`config.mk`:
```
export PLATFORM = sky130hd
export DESIGN_NAME = load_store_unit
export DESIGN_NICKNAME = d
export VERILOG_FILES = /design/src/rtl/riscv_pkg.sv /design/src/rtl/lsu_align.sv /design/src/rtl/load_store_unit.sv
export SDC_FILE = /design/constraint.sdc
export NUM_CORES = 1
export LEC_CHECK = 0
export CORE_UTILIZATION = 42
export CTS_CLUSTER_DIAMETER = 120
export DETAILED_ROUTE_END_ITERATION = 10
export PLACE_DENSITY = 0.79
export SETUP_SLACK_MARGIN = 0.1
export SKIP_LAST_GASP = 1
export SLEW_MARGIN = 15
export SYNTH_ARGS = -nofsm -noshare
export SYNTH_HDL_FRONTEND = slang
export SYNTH_SLANG_ARGS = --single-unit
```
`constraint.sdc`:
```
create_clock -name clk -period 6.59 [get_ports clk]
set_input_delay 1.6475 -clock clk [delete_from_list [all_inputs] [get_ports clk]]
set_output_delay 1.6475 -clock clk [all_outputs]
set_load 0.01 [all_outputs]
```
`src/rtl/riscv_pkg.sv`:
```
// Shared RISC-V load/store definitions.
//   - funct3 encodings for loads (LB/LH/LW/LBU/LHU) and stores (SB/SH/SW)
//   - load_store_unit FSM state type
//   - access_fault(): flags an illegal funct3 or a misaligned address
package riscv_pkg;

    localparam logic [2:0] F3_LB  = 3'b000;
    localparam logic [2:0] F3_LH  = 3'b001;
    localparam logic [2:0] F3_LW  = 3'b010;
    localparam logic [2:0] F3_LBU = 3'b100;
    localparam logic [2:0] F3_LHU = 3'b101;
    localparam logic [2:0] F3_SB  = 3'b000;
    localparam logic [2:0] F3_SH  = 3'b001;
    localparam logic [2:0] F3_SW  = 3'b010;

    typedef enum logic [1:0] {
        IDLE,
        REQ,
        WAIT_R,
        RESP
    } lsu_state_e;

    // Stores share the load encodings for B/H/W, so one table covers both.
    function automatic logic access_fault(input logic [2:0] funct3,
                                          input logic [1:0] offset);
        logic fault;
        case (funct3)
            F3_LB, F3_LBU: fault = 1'b0;
            F3_LH, F3_LHU: fault = offset[0];
            F3_LW:         fault = |offset;
            default:       fault = 1'b1;
        endcase
        return fault;
    endfunction

endpackage

```
`src/rtl/lsu_align.sv`:
```
// Combinational lane steering for the load/store unit.
// Ports:
//   funct3    in  3  - access size / signedness
//   offset    in  2  - byte offset within the word (addr[1:0])
//   wdata     in  32 - right-aligned store data
//   rdata     in  32 - raw memory word
//   be        out 4  - byte enables for the addressed lanes
//   wdata_rep out 32 - store data replicated across all lanes
//   rdata_ext out 32 - addressed lane, sign- or zero-extended
module lsu_align
    import riscv_pkg::*;
(
    input  logic [2:0]  funct3,
    input  logic [1:0]  offset,
    input  logic [31:0] wdata,
    input  logic [31:0] rdata,
    output logic [3:0]  be,
    output logic [31:0] wdata_rep,
    output logic [31:0] rdata_ext
);

    logic [31:0] lane;

    always_comb begin
        be        = 4'b1111;
        wdata_rep = wdata;
        case (funct3[1:0])
            F3_SB[1:0]: begin
                be        = 4'b0001 << offset;
                wdata_rep = {4{wdata[7:0]}};
            end
            F3_SH[1:0]: begin
                be        = 4'b0011 << offset;
                wdata_rep = {2{wdata[15:0]}};
            end
            default: begin
                be        = 4'b1111;
                wdata_rep = wdata;
            end
        endcase
    end

    always_comb begin
        lane      = rdata >> {offset, 3'b000};
        rdata_ext = lane;
        case (funct3)
            F3_LB:   rdata_ext = {{24{lane[7]}}, lane[7:0]};
            F3_LBU:  rdata_ext = {24'd0, lane[7:0]};
            F3_LH:   rdata_ext = {{16{lane[15]}}, lane[15:0]};
            F3_LHU:  rdata_ext = {16'd0, lane[15:0]};
            default: rdata_ext = lane;
        endcase
    end

endmodule

```
`src/rtl/load_store_unit.sv`:
```
// Data-memory access unit: one load or store per transaction from execute,
// driven onto a request/grant/rvalid memory port.
// Ports:
//   clk, rst_n           - clock, asynchronous active-low reset
//   req_valid/req_ready  - execute-stage handshake (ready only when idle)
//   req_we/addr/wdata/funct3 - access description, captured on accept
//   mem_req/we/addr/be/wdata - memory request, held stable while in REQ
//   mem_gnt/rvalid/rdata - memory acceptance and read return
//   rsp_valid/rsp_err    - one-cycle completion pulse and error flag
//   RD                   - extended load data, held until the next good load
module load_store_unit
    import riscv_pkg::*;
#(
    parameter int unsigned XLEN    = 32,
    parameter int unsigned TIMEOUT = 255
) (
    input  logic            clk,
    input  logic            rst_n,
    input  logic            req_valid,
    output logic            req_ready,
    input  logic            req_we,
    input  logic [XLEN-1:0] req_addr,
    input  logic [XLEN-1:0] req_wdata,
    input  logic [2:0]      req_funct3,
    output logic            mem_req,
    output logic            mem_we,
    output logic [XLEN-1:0] mem_addr,
    output logic [3:0]      mem_be,
    output logic [XLEN-1:0] mem_wdata,
    input  logic            mem_gnt,
    input  logic            mem_rvalid,
    input  logic [XLEN-1:0] mem_rdata,
    output logic            rsp_valid,
    output logic            rsp_err,
    output logic [XLEN-1:0] RD
);

    localparam logic [8:0] LIMIT = 9'(TIMEOUT);

    lsu_state_e      state_q, state_d;
    logic            we_q;
    logic [2:0]      funct3_q;
    logic [XLEN-1:0] addr_q;
    logic [XLEN-1:0] wdata_q;
    logic [XLEN-1:0] rd_q;
    logic            err_q;
    logic [7:0]      cnt_q;

    logic            req_fault;
    logic            hit_limit;
    logic [3:0]      be;
    logic [XLEN-1:0] wdata_rep;
    logic [XLEN-1:0] rdata_ext;

    assign req_fault = access_fault(req_funct3, req_addr[1:0]);
    // Fires on the cycle whose increment would make the count reach TIMEOUT,
    // so mem_req stays high for exactly TIMEOUT cycles without a grant.
    assign hit_limit = ({1'b0, cnt_q} + 9'd1) == LIMIT;

    lsu_align u_align (
        .funct3    (funct3_q),
        .offset    (addr_q[1:0]),
        .wdata     (wdata_q),
        .rdata     (mem_rdata),
        .be        (be),
        .wdata_rep (wdata_rep),
        .rdata_ext (rdata_ext)
    );

    always_ff @(posedge clk or negedge rst_n) begin
        if (!rst_n) state_q <= IDLE;
        else        state_q <= state_d;
    end

    always_comb begin
        state_d = state_q;
        case (state_q)
            IDLE: begin
                if (req_valid) state_d = req_fault ? RESP : REQ;
            end
            REQ: begin
                // A grant wins over a simultaneous rvalid or timeout.
                if (mem_gnt)        state_d = we_q ? RESP : WAIT_R;
                else if (hit_limit) state_d = RESP;
            end
            WAIT_R: begin
                if (mem_rvalid || hit_limit) state_d = RESP;
            end
            RESP:    state_d = IDLE;
            default: state_d = IDLE;
        endcase
    end

    always_ff @(posedge clk or negedge rst_n) begin
        if (!rst_n) begin
            we_q     <= 1'b0;
            funct3_q <= '0;
            addr_q   <= '0;
            wdata_q  <= '0;
            rd_q     <= '0;
            err_q    <= 1'b0;
            cnt_q    <= '0;
        end else begin
            case (state_q)
                IDLE: begin
                    if (req_valid) begin
                        we_q     <= req_we;
                        funct3_q <= req_funct3;
                        addr_q   <= req_addr;
                        wdata_q  <= req_wdata;
                        err_q    <= req_fault;
                        cnt_q    <= '0;
                    end
                end
                REQ: begin
                    if (mem_gnt)        cnt_q <= '0;
                    else if (hit_limit) err_q <= 1'b1;
                    else                cnt_q <= cnt_q + 8'd1;
                end
                WAIT_R: begin
                    if (mem_rvalid)     rd_q  <= rdata_ext;
                    else if (hit_limit) err_q <= 1'b1;
                    else                cnt_q <= cnt_q + 8'd1;
                end
                default: ;
            endcase
        end
    end

    assign req_ready = (state_q == IDLE);
    assign mem_req   = (state_q == REQ);
    assign mem_we    = mem_req & we_q;
    assign mem_addr  = mem_req ? {addr_q[XLEN-1:2], 2'b00} : '0;
    assign mem_be    = mem_req ? be : '0;
    assign mem_wdata = (mem_req & we_q) ? wdata_rep : '0;
    assign rsp_valid = (state_q == RESP);
    assign rsp_err   = rsp_valid & err_q;
    assign RD        = rd_q;

endmodule

```
==> out/metrics.yaml, run 1 <==
finish:
  final_cells: 934
  final_common_cell: "clkdlybuf4s50_1"
  antennaDiodeCount: 0
  finish.utilization: 0.624
  area_growth_pct: 43.5
  drive_gt1_frac: 0.141
  fin_area_mm2: 0.00836
  final_nets: 864
  fillers: 1119
  mostFrequentLayoutCells: "clkdlybuf4s50_1 (206), dfrtp_1 (111), mux2_2 (76)"
clock_tree:
  cts_made_buffers: 9
  cts.sinks: 111
  cts.clk_slew.worst_paths_ns: 0.07
  h-tree-depth: 3
  hold_buffers: 0
  post_cts_resized: 0
  post_cts_buffers: 0
  clkLatencyLatePin_ns: 0.35
  cts_max_path_buffers: 2
  cts_root_buf: "clkbuf_16"
  cts_tree: "built"
power:
  pwr-share-clk: 0.170
  switchingPower_uw: 1400
  p_int_uw: 2460
  pwr-share-seq: 0.334
  vdd_drop_max_mv: 0.210
  share_comb_of_total_power: 0.496
  sw_frac_of_total: 0.362
  p_leak_uw: 0.00352
  powerDensity_mw_per_mm2: 462
timing:
  setup_viol: 0
  rsz0062_at_grt: "no"
  fin_skew_ns: 0.0107
  worst_slew_pin_slew_ns: 1.07
  fin_crit_sh: 0.652
  max_freq_mhz: 233
  maxSlewViolCount: 0
  timing.final.hold_violations: 0
  relSlewSlack: 0.285
  layout_min_cycle_time_ns: 4.30
  timing.setup.tns_ns: 0
die:
  ioPinCount: 210
  dieArea_mm2: 0.0143
  rows: 42
  fp.dieH_um: 120
  fp.coreArea_mm2: 0.0134
  start_util: 0.434
  die_w_um: 120
synthesis:
  synthCells: 568
  synthArstFlopShare: 1.00
  synth_area_mm2: 0.00582
  ys_types: 48
  avgSynthCellArea_um2: 10.2
  synth-main-ff-cell: "dfrtp_1"
  synth_warnings: 0
  ys_ff_latch: 111
  yosysSeqAreaShare: 0.477
  synth_edf_count: 0
route:
  vias: 5024
  post_drt_wl_per_cell_um: 17.6
  firstDrtPassIters: 7
  vias_per_cell: 5.38
  drc_errors: 0
  first_iter_violations: 313
  postRouteAntennaNets: 0
  drt-total-wl_mm: 16.4
placed_design:
  place_inst: 918
  hpwl_mm: 11.7
  place_congestion: 0.869
  portBuffers: 207
  place_area_mm2: 0.00799
setup_path:
  critical_path_class: "register to primary output"
  crit_path_max_fanout: 31
  start_kind: "register"
  required_ns: 4.94
  crit_path_end_kind: "primary output"
  cp.arrival_ns: 2.65
status:
  status: "finished, final reports clean"
run:
  cap_violations: 0
grt:
  grt_pass1_wl_mm: 26.1
  grt_overflow: 0
  grt_usage: 0.234
  antenna_found_initial: 0
  grt_max_degree: 82
  grt_pass1_vias: 5155
hold_path:
  hp-class: "register to register"
stage by stage:
stage | hold slack (ns) | worst slack, ns | total power (uW)
floorplan | 0.466 | 3.38 | 2360
global placement | 0.481 | 2.65 | 3140
detailed placement | 0.488 | 2.58 | 3200
CTS | 0.505 | 2.32 | 3870
global route | 0.514 | 2.17 | 4100
finish | 0.501 | 2.29 | 3860
cell families after synthesis:
family,synth area share
DFF,0.477
and+or+nand+nor,0.156
AOI/OAI and AO/OA,0.102
xor gates and xnor gates,0.00150
other,0.000644
adders and majority gates,0.0129
muxes,0.214
buffers and inverters,0.0352
power by group through the flow:
stage / clock [uW] / combinational, uW / sequential [uW]
final: 655 / 1920 / 1290
after detailed placement: 0 / 1910 / 1300
after global routing: 697 / 2070 / 1330
after global placement: 0 / 1870 / 1270
after floorplan: 0 / 1140 / 1220
after CTS: 663 / 1930 / 1280
cell type report:
cell class / instances / area, um^2 / area share
Sequential cell: 111 / 2780 / 0.332
Clock buffer: 12 / 267 / 0.0319
Inverter: 9 / 33.8 / 0.00404
Timing Repair Buffer: 213 / 2110 / 0.253
Multi-Input combinational cell: 409 / 2850 / 0.340
Tap cell: 176 / 220 / 0.0264
Clock inverter: 4 / 98.8 / 0.0118
state kept, by name, indices dropped and copies added, names as in the netlist:
name and count:
RD 32, funct3_q 3, cnt_q 8, we_q 1, wdata_q 32, err_q 1, addr_q 32, state_q 2
path summary, 6_finish.rpt:
kind                                       startpoint                 endpoint  slack (ns)  cells after the start
max in group asynchronous                       rst_n  wdata_q[16]$_DFFE_PN0P_        4.02                      2
worst max register to register  addr_q[1]$_DFFE_PN0P_       RD[18]$_DFFE_PN0P_        3.84                      3
worst min register to register  addr_q[3]$_DFFE_PN0P_    addr_q[3]$_DFFE_PN0P_        0.50                      1
worst min-delay path            addr_q[3]$_DFFE_PN0P_    addr_q[3]$_DFFE_PN0P_        0.50                      1
min in group asynchronous                       rst_n   addr_q[27]$_DFFE_PN0P_        1.21                      1
worst max-delay path            addr_q[1]$_DFFE_PN0P_                mem_be[2]        2.29                      3
per-layer routing:
layer  wire length, um  global-route usage
met5                 0                   0
met4               442              0.0953
met3              1430              0.0661
met2              8010               0.393
met1              6520               0.282
synth_stat cells (4+ instances only):
| library cell | instances | share of area |
|---|---|---|
| inv_1 | 9 | 0.0058 |
| nor2b_1 | 13 | 0.014 |
| nand3_1 | 4 | 0.0034 |
| buf_1 | 14 | 0.0090 |
| clkbuf_1 | 20 | 0.013 |
| nor2_1 | 66 | 0.043 |
| ha_1 | 6 | 0.013 |
| nand2_1 | 49 | 0.032 |
| and3_1 | 10 | 0.011 |
| dfrtp_1 | 111 | 0.48 |
| o22a_1 | 9 | 0.014 |
| and2_1 | 32 | 0.034 |
| mux2_2 | 76 | 0.15 |
| nand2b_1 | 4 | 0.0043 |
| a211oi_1 | 7 | 0.0090 |
| mux2i_1 | 37 | 0.064 |
| o21ai_0 | 19 | 0.016 |
| a21oi_1 | 43 | 0.037 |
critical path, cell delays in order, from the launching register on:
cell and delay (ns):
dfrtp_1 0.96, nor2b_1 0.60, o31a_1 0.18, clkdlybuf4s50_1 0.55
Power figures use the tool's default switching activity.
==> run 2: changes to the inputs <==
==> constraint.sdc (replaced) <==
create_clock -name clk -period 4.4 [get_ports clk]
set_input_delay 1.1 -clock clk [delete_from_list [all_inputs] [get_ports clk]]
set_output_delay 1.1 -clock clk [all_outputs]
set_load 0.01 [all_outputs]
==> out/metrics.yaml, run 2 (synthesis results as in run 1) <==
setup_path:
  worst_r2r_path_depth: 6
  timing.rr.start: "cnt_q[0]$_DFFE_PN0P_"
  reg2reg_slack_ns: 1.63
  crit_path_max_incr_delay_ns: 0.76
  crit_chain: "or2_2 -> nand2_1 -> a21oi_1 -> clkdlybuf4s50_1"
  cp.arrival_ns: 2.43
  crit_path_max_fanout: 17
  critical_path_class: "register to primary output"
  required_ns: 3.30
  r2r_end: "state_q[1]$_DFFE_PN0P_"
  crit_path_start: "funct3_q[0]$_DFFE_PN0P_"
  crit_slowest_cell: "dfrtp_1"
  start_kind: "register"
  crit_path_end_kind: "primary output"
finish:
  final_cells: 939
  area_growth_pct: 43.2
  drive_gt1_frac: 0.146
  final_common_cell: "clkdlybuf4s50_1"
  final_nets: 868
  mostFrequentLayoutCells: "clkdlybuf4s50_1 (206), dfrtp_1 (111), mux2_2 (76)"
die:
  die_w_um: 120
  rows: 42
  dieArea_mm2: 0.0143
  start_util: 0.434
  fp.coreArea_mm2: 0.0134
  fp.dieH_um: 120
  ioPinCount: 210
route:
  first_iter_violations: 299
  post_drt_wl_per_cell_um: 17.3
  drt-total-wl_mm: 16.3
  firstDrtPassIters: 7
  vias: 5002
  postRouteAntennaNets: 0
  vias_per_cell: 5.33
  drc_errors: 0
power:
  share_comb_of_total_power: 0.519
  switchingPower_uw: 2120
  p_int_uw: 3490
  pwr-share-clk: 0.140
  vdd_drop_max_mv: 0.310
  sw_frac_of_total: 0.378
  pwr-share-seq: 0.341
  powerDensity_mw_per_mm2: 672
  p_leak_uw: 0.00351
grt:
  grt_overflow: 0
  grt_pass1_wl_mm: 25.9
  grt_util_met1: 0.283
  grt_max_degree: 81
  use_met2: 0.380
  grt_most_used_layer: "met2"
  grt_pass1_vias: 5057
  grt_usage: 0.232
  met3_usage: 0.0675
  antenna_found_initial: 0
clock_tree:
  clkLatencyLatePin_ns: 0.35
  h-tree-depth: 3
  cts.clk_slew.worst_paths_ns: 0.08
  cts.sinks: 111
  cts_made_buffers: 9
  cts_max_path_buffers: 2
  post_cts_buffers: 0
  cts_tree: "built"
  cts_root_buf: "clkbuf_16"
  hold_buffers: 0
  post_cts_resized: 0
timing:
  worst_slew_pin_slew_ns: 0.816
  rsz0062_at_grt: "no"
  timing.setup.tns_ns: 0
  maxSlewViolCount: 0
  setup_viol: 0
  relSlewSlack: 0.456
  max_freq_mhz: 283
  fin_skew_ns: 0.00646
  timing.final.hold_violations: 0
  fin_crit_sh: 0.802
  layout_min_cycle_time_ns: 3.53
run:
  cap_violations: 0
hold_path:
  hp-class: "register to register"
  whs_path_depth: 1
  min_to: "addr_q[14]$_DFFE_PN0P_"
  worstHoldStart: "addr_q[14]$_DFFE_PN0P_"
status:
  status: "finished, final reports clean"
placed_design:
  hpwl_mm: 11.9
  place_inst: 921
  portBuffers: 207
  place_congestion: 0.932
-- run 2: cell count changes in the layout (fill, tap and decap cells not counted), sizes merged --
cell,previous run,this run
clkinvlp,0,2
clkinv,0,2
buf,7,11
bufinv,3,0
clkbuf,12,9
diode,0,1
inv,10,12
-- run 2: layer usage --
layer  up-vias  routed length [um]
li1       2332                   -
met1      2417                6610
met2       221                7830
met3        32                1350
met4         0                 482
met5         -                   0
-- run 2: power by group through the flow --
stage               Sequential, uW  Combinational [uW]  Clock, uW
floorplan                     1830                1710          0
global placement              1890                2850          0
detailed placement            1920                2910          0
CTS                           1900                2930        805
global route                  1970                3160        841
finish                        1910                2910        784
-- run 2: worst max path at each step --
stage	to	slack (ns)	cells past startpoint
after floorplan	mem_be[2]	1.74	6
after global placement	mem_wdata[14]	1.33	5
after detailed placement	mem_wdata[15]	1.26	5
after CTS	mem_wdata[8]	0.87	5
after global routing	mem_wdata[13]	0.71	5
final	mem_wdata[9]	0.87	4
-- run 2: area by class of cell --
type / instances / area, um^2
fill: 1145 / 5060
multi-input combinational: 409 / 2850
sequential: 111 / 2780
timing repair buffer: 217 / 2180
clock buffer: 9 / 225
tap: 176 / 220
clock inverter: 7 / 55.1
inverter: 9 / 33.8
antenna: 1 / 2.50
-- run 2: critical path, delay by kind of cell, from the launching register on --
family / cells / cell delay, ns
AO/OA/AOI/OAI: 1 / 0.16
AND/OR/NAND/NOR: 2 / 0.57
flip-flops: 1 / 0.76
buffers and inverters: 1 / 0.57
-- run 2: per-stage QoR --
| stage | total power (uW) | util | instance area [um^2] | setup WS (ns) | hold WS [ns] |
|---|---|---|---|---|---|
| detailed placement | 4840 | 0.599 | 8030 | 1.26 | 0.489 |
| floorplan | 3540 | - | 5830 | 1.74 | 0.466 |
| finish | 5610 | 0.622 | 8340 | 0.871 | 0.505 |
| CTS | 5640 | 0.620 | 8310 | 0.871 | 0.509 |
| global placement | 4740 | 0.599 | 8030 | 1.33 | 0.480 |
| global route | 5980 | 0.622 | 8330 | 0.713 | 0.516 |
